**config.mk**
```make
export PLATFORM = sky130hd
export DESIGN_NAME = jtcontra_snd_cmdq
export DESIGN_NICKNAME = d
export VERILOG_FILES = /design/src/rtl/jtcontra_sndq_pkg.sv /design/src/rtl/jtcontra_sndq_fifo.sv /design/src/rtl/jtcontra_snd_cmdq.sv
export SDC_FILE = /design/constraint.sdc
export NUM_CORES = 1
export LEC_CHECK = 0
export ABC_AREA = 1
export BUFFER_PORTS_ARGS = -buffer_cell sky130_fd_sc_hd__buf_2
export CORE_AREA = 4 4 138 140
export CTS_BUF_LIST = sky130_fd_sc_hd__clkbuf_8 sky130_fd_sc_hd__clkbuf_16
export DETAILED_ROUTE_END_ITERATION = 10
export DIE_AREA = 0 0 142 144
export PLACE_DENSITY = 0.38
export SKIP_CTS_REPAIR_TIMING = 1
export SLEW_MARGIN = 10
export SYNTH_ARGS = -nofsm -noshare
export SYNTH_HDL_FRONTEND = slang
export SYNTH_HIERARCHICAL = 1
export SYNTH_SLANG_ARGS = --single-unit
```
**constraint.sdc**
```tcl
create_clock -name clk -period 2.3 [get_ports clk]
set_input_delay 0.23 -clock clk [delete_from_list [all_inputs] [get_ports clk]]
set_output_delay 0.23 -clock clk [all_outputs]
set_load 0.02 [all_outputs]
```
**src/rtl/jtcontra_sndq_pkg.sv**
```systemverilog
// Shared constants and helpers for the sound command queue.
// Optional reply latch enabled by defining JTCONTRA_SNDQ_REPLY_EN.
package jtcontra_sndq_pkg;

    localparam int IRQ_MODE_LEVEL  = 0;
    localparam int IRQ_MODE_STICKY = 1;

    function automatic int chw_f(input int ch);
        return (ch > 1) ? $clog2(ch) : 1;
    endfunction

endpackage

```
**src/rtl/jtcontra_sndq_fifo.sv**
```systemverilog
// One command channel: circular buffer with occupancy count, last-popped hold
// register and sticky overflow flag.
module jtcontra_sndq_fifo #(
    parameter int DW = 8,
    parameter int AW = 2
) (
    input  logic          clk,
    input  logic          rst,
    input  logic          wr,
    input  logic [DW-1:0] din,
    input  logic          rd,
    input  logic          ovf_clr,
    output logic [DW-1:0] head,
    output logic          empty,
    output logic          full,
    output logic          ovf,
    output logic          push
);

    localparam int DEPTH = 2 ** AW;

    logic [DW-1:0] mem_r [DEPTH];
    logic [AW-1:0] wr_ptr_r;
    logic [AW-1:0] rd_ptr_r;
    logic [AW:0]   cnt_r;
    logic [DW-1:0] hold_r;
    logic          ovf_r;
    logic          pop_s;
    logic          drop_s;

    assign empty  = (cnt_r == {(AW+1){1'b0}});
    assign full   = (cnt_r == (AW+1)'(DEPTH));
    // A pop on a full channel frees the slot the same cycle, so the push still lands
    assign pop_s  = rd & ~empty;
    assign push   = wr & (~full | pop_s);
    assign drop_s = wr & full & ~pop_s;
    assign head   = empty ? hold_r : mem_r[rd_ptr_r];
    assign ovf    = ovf_r;

    // Storage array, written only on accepted pushes
    always_ff @(posedge clk) begin
        if (push) begin
            mem_r[wr_ptr_r] <= din;
        end
    end

    // Pointers, occupancy, hold register and overflow flag
    always_ff @(posedge clk) begin
        if (rst) begin
            wr_ptr_r <= {AW{1'b0}};
            rd_ptr_r <= {AW{1'b0}};
            cnt_r    <= {(AW+1){1'b0}};
            hold_r   <= {DW{1'b0}};
            ovf_r    <= 1'b0;
        end else begin
            if (push) begin
                wr_ptr_r <= wr_ptr_r + AW'(1);
            end
            if (pop_s) begin
                rd_ptr_r <= rd_ptr_r + AW'(1);
                hold_r   <= mem_r[rd_ptr_r];
            end
            case ({push, pop_s})
                2'b10:   cnt_r <= cnt_r + (AW+1)'(1);
                2'b01:   cnt_r <= cnt_r - (AW+1)'(1);
                default: cnt_r <= cnt_r;
            endcase
            if (drop_s) begin
                ovf_r <= 1'b1;
            end else if (ovf_clr) begin
                ovf_r <= 1'b0;
            end
        end
    end

endmodule

```
**src/rtl/jtcontra_snd_cmdq.sv**
```systemverilog
// Multi-channel main->sound command queue with queue-derived IRQ.
// Define JTCONTRA_SNDQ_REPLY_EN to add the sound->main reply latch.
module jtcontra_snd_cmdq
    import jtcontra_sndq_pkg::*;
#(
    parameter  int CH       = 2,
    parameter  int DW       = 8,
    parameter  int AW       = 2,
    parameter  int IRQ_MODE = 0,
    localparam int CHW      = chw_f(CH)
) (
    input  logic           clk,
    input  logic           rst,
    input  logic           main_wr,
    input  logic [CHW-1:0] main_ch,
    input  logic [DW-1:0]  main_din,
    output logic [CH-1:0]  main_full,
    input  logic           snd_rd,
    input  logic [CHW-1:0] snd_ch,
    output logic [DW-1:0]  snd_dout,
    output logic [CH-1:0]  snd_empty,
    output logic [CH-1:0]  ovf,
    input  logic           irq_ack,
    output logic           irq_n,
    input  logic           snd_reply_wr,
    input  logic [DW-1:0]  snd_reply_din,
    input  logic           main_reply_rd,
    output logic [DW-1:0]  main_reply_dout,
    output logic           main_reply_rdy
);

    logic [CH-1:0][DW-1:0] head_s;
    logic [CH-1:0]         push_s;
    logic                  irq_n_r;

    for (genvar c = 0; c < CH; c++) begin : g_ch
        jtcontra_sndq_fifo #(.DW(DW), .AW(AW)) u_fifo (
            .clk     (clk),
            .rst     (rst),
            .wr      (main_wr && (main_ch == CHW'(c))),
            .din     (main_din),
            .rd      (snd_rd && (snd_ch == CHW'(c))),
            .ovf_clr (irq_ack),
            .head    (head_s[c]),
            .empty   (snd_empty[c]),
            .full    (main_full[c]),
            .ovf     (ovf[c]),
            .push    (push_s[c])
        );
    end

    // Channels beyond CH read back as zero
    assign snd_dout = (int'(snd_ch) < CH) ? head_s[snd_ch] : {DW{1'b0}};
    assign irq_n    = irq_n_r;

    if (IRQ_MODE == IRQ_MODE_STICKY) begin : g_irq_sticky
        // Sticky request: any accepted write sets it, ack clears it, set wins
        always_ff @(posedge clk) begin
            if (rst) begin
                irq_n_r <= 1'b1;
            end else if (|push_s) begin
                irq_n_r <= 1'b0;
            end else if (irq_ack) begin
                irq_n_r <= 1'b1;
            end else begin
                irq_n_r <= irq_n_r;
            end
        end
    end else begin : g_irq_level
        // Level request asserted while any channel holds data
        always_ff @(posedge clk) begin
            if (rst) begin
                irq_n_r <= 1'b1;
            end else begin
                irq_n_r <= &snd_empty;
            end
        end
    end

`ifdef JTCONTRA_SNDQ_REPLY_EN
    logic [DW-1:0] reply_dout_r;
    logic          reply_rdy_r;

    // Reply latch; a fresh write keeps the ready flag up over a same-cycle read
    always_ff @(posedge clk) begin
        if (rst) begin
            reply_dout_r <= {DW{1'b0}};
            reply_rdy_r  <= 1'b0;
        end else if (snd_reply_wr) begin
            reply_dout_r <= snd_reply_din;
            reply_rdy_r  <= 1'b1;
        end else if (main_reply_rd) begin
            reply_rdy_r  <= 1'b0;
        end else begin
            reply_rdy_r  <= reply_rdy_r;
        end
    end

    assign main_reply_dout = reply_dout_r;
    assign main_reply_rdy  = reply_rdy_r;
`else
    logic unused_reply_s;

    assign unused_reply_s  = ^{snd_reply_wr, snd_reply_din, main_reply_rd};
    assign main_reply_dout = {DW{1'b0}};
    assign main_reply_rdy  = 1'b0;
`endif

endmodule
```
# ---- Word-level counts from Yosys, hierarchy flattened
# Memory sizes are Yosys's and may differ from the RTL's. A register that Yosys moved wholly into a read port is not among the register bits.
# Cells that the tools add are included.
dict set report word_totals {
  ff_bits 33
  mem_bits_rw 64
  in_bits 25
  word_cells 74
  mem_count 2
}
# name words width read_ports rd_ports_with_merged_regs wr line
set mem_list {}
lappend mem_list {{g_ch[0].u_fifo.mem_r} 4 8 1 1 1 jtcontra_sndq_fifo.sv:22} ;# logic [DW-1:0] mem_r [DEPTH];
lappend mem_list {{g_ch[1].u_fifo.mem_r} 4 8 1 1 1 jtcontra_sndq_fifo.sv:22}
dict set report classes {
  n_addsub 8
  n_lt_le_gt_ge 1
  n_eq_ne 6
  muxes 17
  bitwise_logic 18
  reduce_logical 11
}
# operator n
set ops {}
lappend ops {{8-bit two-way mux} 4}
lappend ops {{3-bit one-hot mux with 2 select lines} 2}
lappend ops {{2-bit by 1-bit adder with 2-bit output (second input constant)} 4}
lappend ops {{1-bit AND} 8}
lappend ops {{2-bit two-way mux} 4}
lappend ops {{1-bit NOT} 8}
lappend ops {{2-bit nonzero test} 4}
lappend ops {{1-bit two-way mux} 7}
lappend ops {{3-bit by 1-bit adder with 3-bit output (second input constant)} 2}
lappend ops {{3-bit equality test (second input constant)} 2}
lappend ops {{3-bit logical NOT} 2}
lappend ops {{3-bit by 1-bit subtractor with 3-bit output (second input constant)} 2}
lappend ops {{2-bit by 1-bit equality test with 1-bit output (second input constant)} 2}
lappend ops {{2-bit equality test (second input constant)} 2}
lappend ops {{1-bit logical AND} 4}
lappend ops {{1-bit by 2-bit < comparator with 1-bit output (second input constant)} 1}
lappend ops {{1-bit bitwise OR} 2}
lappend ops {{2-bit AND reduction} 1}

# ---- Logic depth before layout (Yosys ltp)
dict set report depth {
  depth_word 7
  depth_mapped 12
  mapped_depth_nobuf 11
}

# ---- Modules after synthesis
# Netlist, hierarchy kept.
# module instances cells_per_inst area_each_um2 seq_area_each_um2
set modules_own_cells {}
lappend modules_own_cells {jtcontra_sndq_fifo 2 193 2089.5 1321.3}
lappend modules_own_cells {jtcontra_snd_cmdq 1 48 234.0 20.0}

# ---- Worst setup path after synthesis
# Ideal clock, no wire load.
dict set report synth_timing {
  path_kind {input-to-reg}
  start {input port snd_ch}
  end {register g_ch[0].u_fifo.cnt_r[2]}
  t_arrival_ns 1.548
  path_slack_ns 0.637
  stages 10
  path_buffers 1
  cell_sequence {buf_4 > nor2_1 > nand2_2 > inv_1 > nand2_1 > fa_1 > inv_1 > nand4_1 > a21oi_1 > nor2_1}
}
dict set report synth_between {
  elab_chain_len 7
  elab_cells_between_ends 9
}
# item line
set synth_lines {}
lappend synth_lines {{start, declared} jtcontra_snd_cmdq.sv:19} ;# input logic [CHW-1:0] snd_ch,
lappend synth_lines {{1-bit NOT (*)} jtcontra_snd_cmdq.sv:42} ;# .rd (snd_rd && (snd_ch == CHW'(c))),
lappend synth_lines {{1-bit logical AND (*)} jtcontra_snd_cmdq.sv:42}
lappend synth_lines {{1-bit AND (*)} jtcontra_sndq_fifo.sv:34} ;# assign pop_s = rd & ~empty;
lappend synth_lines {{1-bit bitwise OR} jtcontra_sndq_fifo.sv:35} ;# assign push = wr & (~full | pop_s);
lappend synth_lines {{1-bit AND} jtcontra_sndq_fifo.sv:35}
lappend synth_lines {{2-bit by 1-bit equality test with 1-bit output / 2-bit equality test (equally long branches)} jtcontra_sndq_fifo.sv:63} ;# case ({push, pop_s})
lappend synth_lines {{3-bit one-hot mux with 2 select lines / 2-bit nonzero test (equally long branches)} --}
lappend synth_lines {{end signal, assigned} jtcontra_sndq_fifo.sv:64} ;# 2'b10: cnt_r <= cnt_r + (AW+1)'(1);
lappend synth_lines {{end signal, assigned} jtcontra_sndq_fifo.sv:65} ;# 2'b01: cnt_r <= cnt_r - (AW+1)'(1);
lappend synth_lines {{end signal, assigned} jtcontra_sndq_fifo.sv:66} ;# default: cnt_r <= cnt_r;
lappend synth_lines {{end, declared} jtcontra_sndq_fifo.sv:25} ;# logic [AW:0] cnt_r;
# Mark *: on every way between the ends. The rest lies on a longest branch, timed or not.
# A chain may end at the register's enable or synchronous reset.

==> metrics <==
cell area after technology mapping=approximately 4400 um2; worst-path cell with the longest stage delay=dfxtp_1; delay contributed by the slowest stage of the critical path=between 400 and 500 ps; mean routed wirelength per cell=around 14 um; RSZ-0062 raised after global routing=false; area delta synth->final=15.90%; number of antenna violations at the first check in global routing=4; DP Wirelength=between 7000 and 8000 um; crit path launch type=register; total congestion overflow after global routing=0; Maximum Capacitance Violations=0; clock-pin slew of the registers on the worst-case setup and hold paths=roughly 70 ps; static leakage=just under 2 nW; required time of the critical path=between 2000 and 2500 ps; CTS Buffer Depth=2; count of input and output buffers=29; post-layout instance area=5106 um2; antenna violation net count after detailed routing=0; status=complete, no violations; master cell of the clock root buffer=clkbuf_16; Top Ports=about 50; Final Hold Fails=0; fraction of layout cells with a size suffix above 1=0.1904; DRC marker count from the first detailed-route iteration=187; placed instance area=4817 um2; critical path start-end classification=register to output pin; initial standard-cell utilization of the core=0.2469; WP data arrival=between 1500 and 2000 ps; Via-to-Cell Ratio=about 4.3; vias=3032; CTS tree=done; worst min-delay path class=primary input to register; # DRC=0; Die X=approximately 140 um; deepest level of the CTS H-tree=3; number of clock buffers inserted by TritonCTS=9; GRT Resource Usage Total=0.1036; Sink Count=101; placeable core region=~18000 um2; final worst-path cycle share=0.9240; post-synthesis instance total=between 400 and 500; total negative slack for setup checks=0 ps; crit-path cells=inv_1 -> o21ai_0 -> o22a_1 -> o21ai_1 -> nand2_1 -> nand2_1 -> buf_2; worst skew pair latency=between 300 and 400 ps; via count of the first global-routing pass=2844; number of cells after detailed placement=around 690; Layout Skew=between 5 and 6 ps; largest voltage drop on the vdd net=about 430 uV; number of warnings issued by yosys=6; fin crit period=around 2100 ps; Core Rows=just under 50; Achievable Freq=about 470 MHz; detailed-router iteration count before antenna repair=5; fill count=about 1900; mean post-synth cell area=~10 um2; Finished Layout Cells=slightly above 700; number of nets at the end of the flow=around 510; Setup violations, final=0; largest net degree at the start of global routing=21; biggest fanout along the worst timing path=8; Bufs and invs on worst path=2; count of final max-slew check failures=0; total wirelength of the detailed-routed design=just over 10000 um; Die H=between 100 and 150 um; Worst Setup End Kind=output pin; pwr/cell area=around 810 nW/um2; area enclosed by the die boundary=roughly 20000 um2; diode count=0; weighted congestion at the end of routability-driven global placement=roughly 0.73; critical path's most frequent cell=nand2_1; family of cells with the greatest summed delay on the critical path=compound AO/OA/AOI/OAI gates; first-pass GRT wire length=~16000 um
## worst paths after layout
path	slack [ps]	to	from	depth (start not counted)
setup / recovery	170	snd_dout[7]	register	7
hold / removal	160	g_ch[0].u_fifo/ovf$_SDFFE_PP0P_	irq_ack	4
setup reg to reg	600	g_ch[1].u_fifo/cnt_r[2]$_SDFFE_PP0P_	g_ch[1].u_fifo/cnt_r[2]$_SDFFE_PP0P_	10
hold reg to reg	460	g_ch[0].u_fifo/ovf$_SDFFE_PP0P_	g_ch[0].u_fifo/ovf$_SDFFE_PP0P_	2
## worst register-to-register path, stage by stage (launching register included)
cell and delay [ps]:
dfxtp_1 330, inv_1 70, nand2_2 120, nand2_2 90
inv_1 80, nand2_1 120, fa_1 410, inv_1 70
nand4_1 100, a21oi_1 150, nor2_1 60
## where the power goes
part	leakage (nW)	total (mW)	switching [mW]	internal, mW
logic	0.948	0.643	0.442	0.201
registers	0.884	2.05	0.0400	2.01
clock network	0.140	1.45	0.696	0.750
## registers in the layout, summed over array words and instances (netlist names), named ones only
signal,count
g_ch.u_fifo/ovf,2
g_ch.u_fifo/wr_ptr_r,4
irq_n,1
g_ch.u_fifo/cnt_r,6
g_ch.u_fifo/hold_r,16
g_ch.u_fifo/mem_r,64
g_ch.u_fifo/rd_ptr_r,4
## final cells by class
class	count	area, um2	area share
multi-input cells	273	1445	0.2830
well taps	229	286.5	0.05611
inverters	44	172.7	0.03382
repair buffers	44	257.7	0.05048
clock inverters	7	55.05	0.01078
flip-flops and latches	101	2664	0.5217
clock buffers	9	225.2	0.04411
## layout by cell type (no fill, tap or decap), drive strengths merged
cell type	count
o21ai	70
nand2	68
edfxtp	64
nor2	50
inv	46
buf	44
dfxtp	37
a21oi	32
o22a	16
nand3	10
conb	9
clkbuf	9
ha	8
nand4	4
clkinv	3
clkinvlp	2
a21boi	2
xor2	2
fa	2
## stage by stage
stage	utilization	power, mW	setup slack, ps	hold slack [ps]
after global placement	0.2700	2.724	419.4	453.2
after global routing	0.2862	4.375	2.486	153.6
after floorplan	-	2.548	636.6	299.1
after CTS	0.2857	4.217	76.65	137.2
after detailed placement	0.2700	2.733	411.8	458.2
final	0.2862	4.137	174.8	156.2
## layer usage
layer / share of wire / track usage
met5: 0.0053 / 0
met4: 0.0069 / 0.02323
met3: 0.059 / 0.04299
met2: 0.42 / 0.1525
met1: 0.51 / 0.1427
Note: power is estimated with default switching activity, not from simulation.
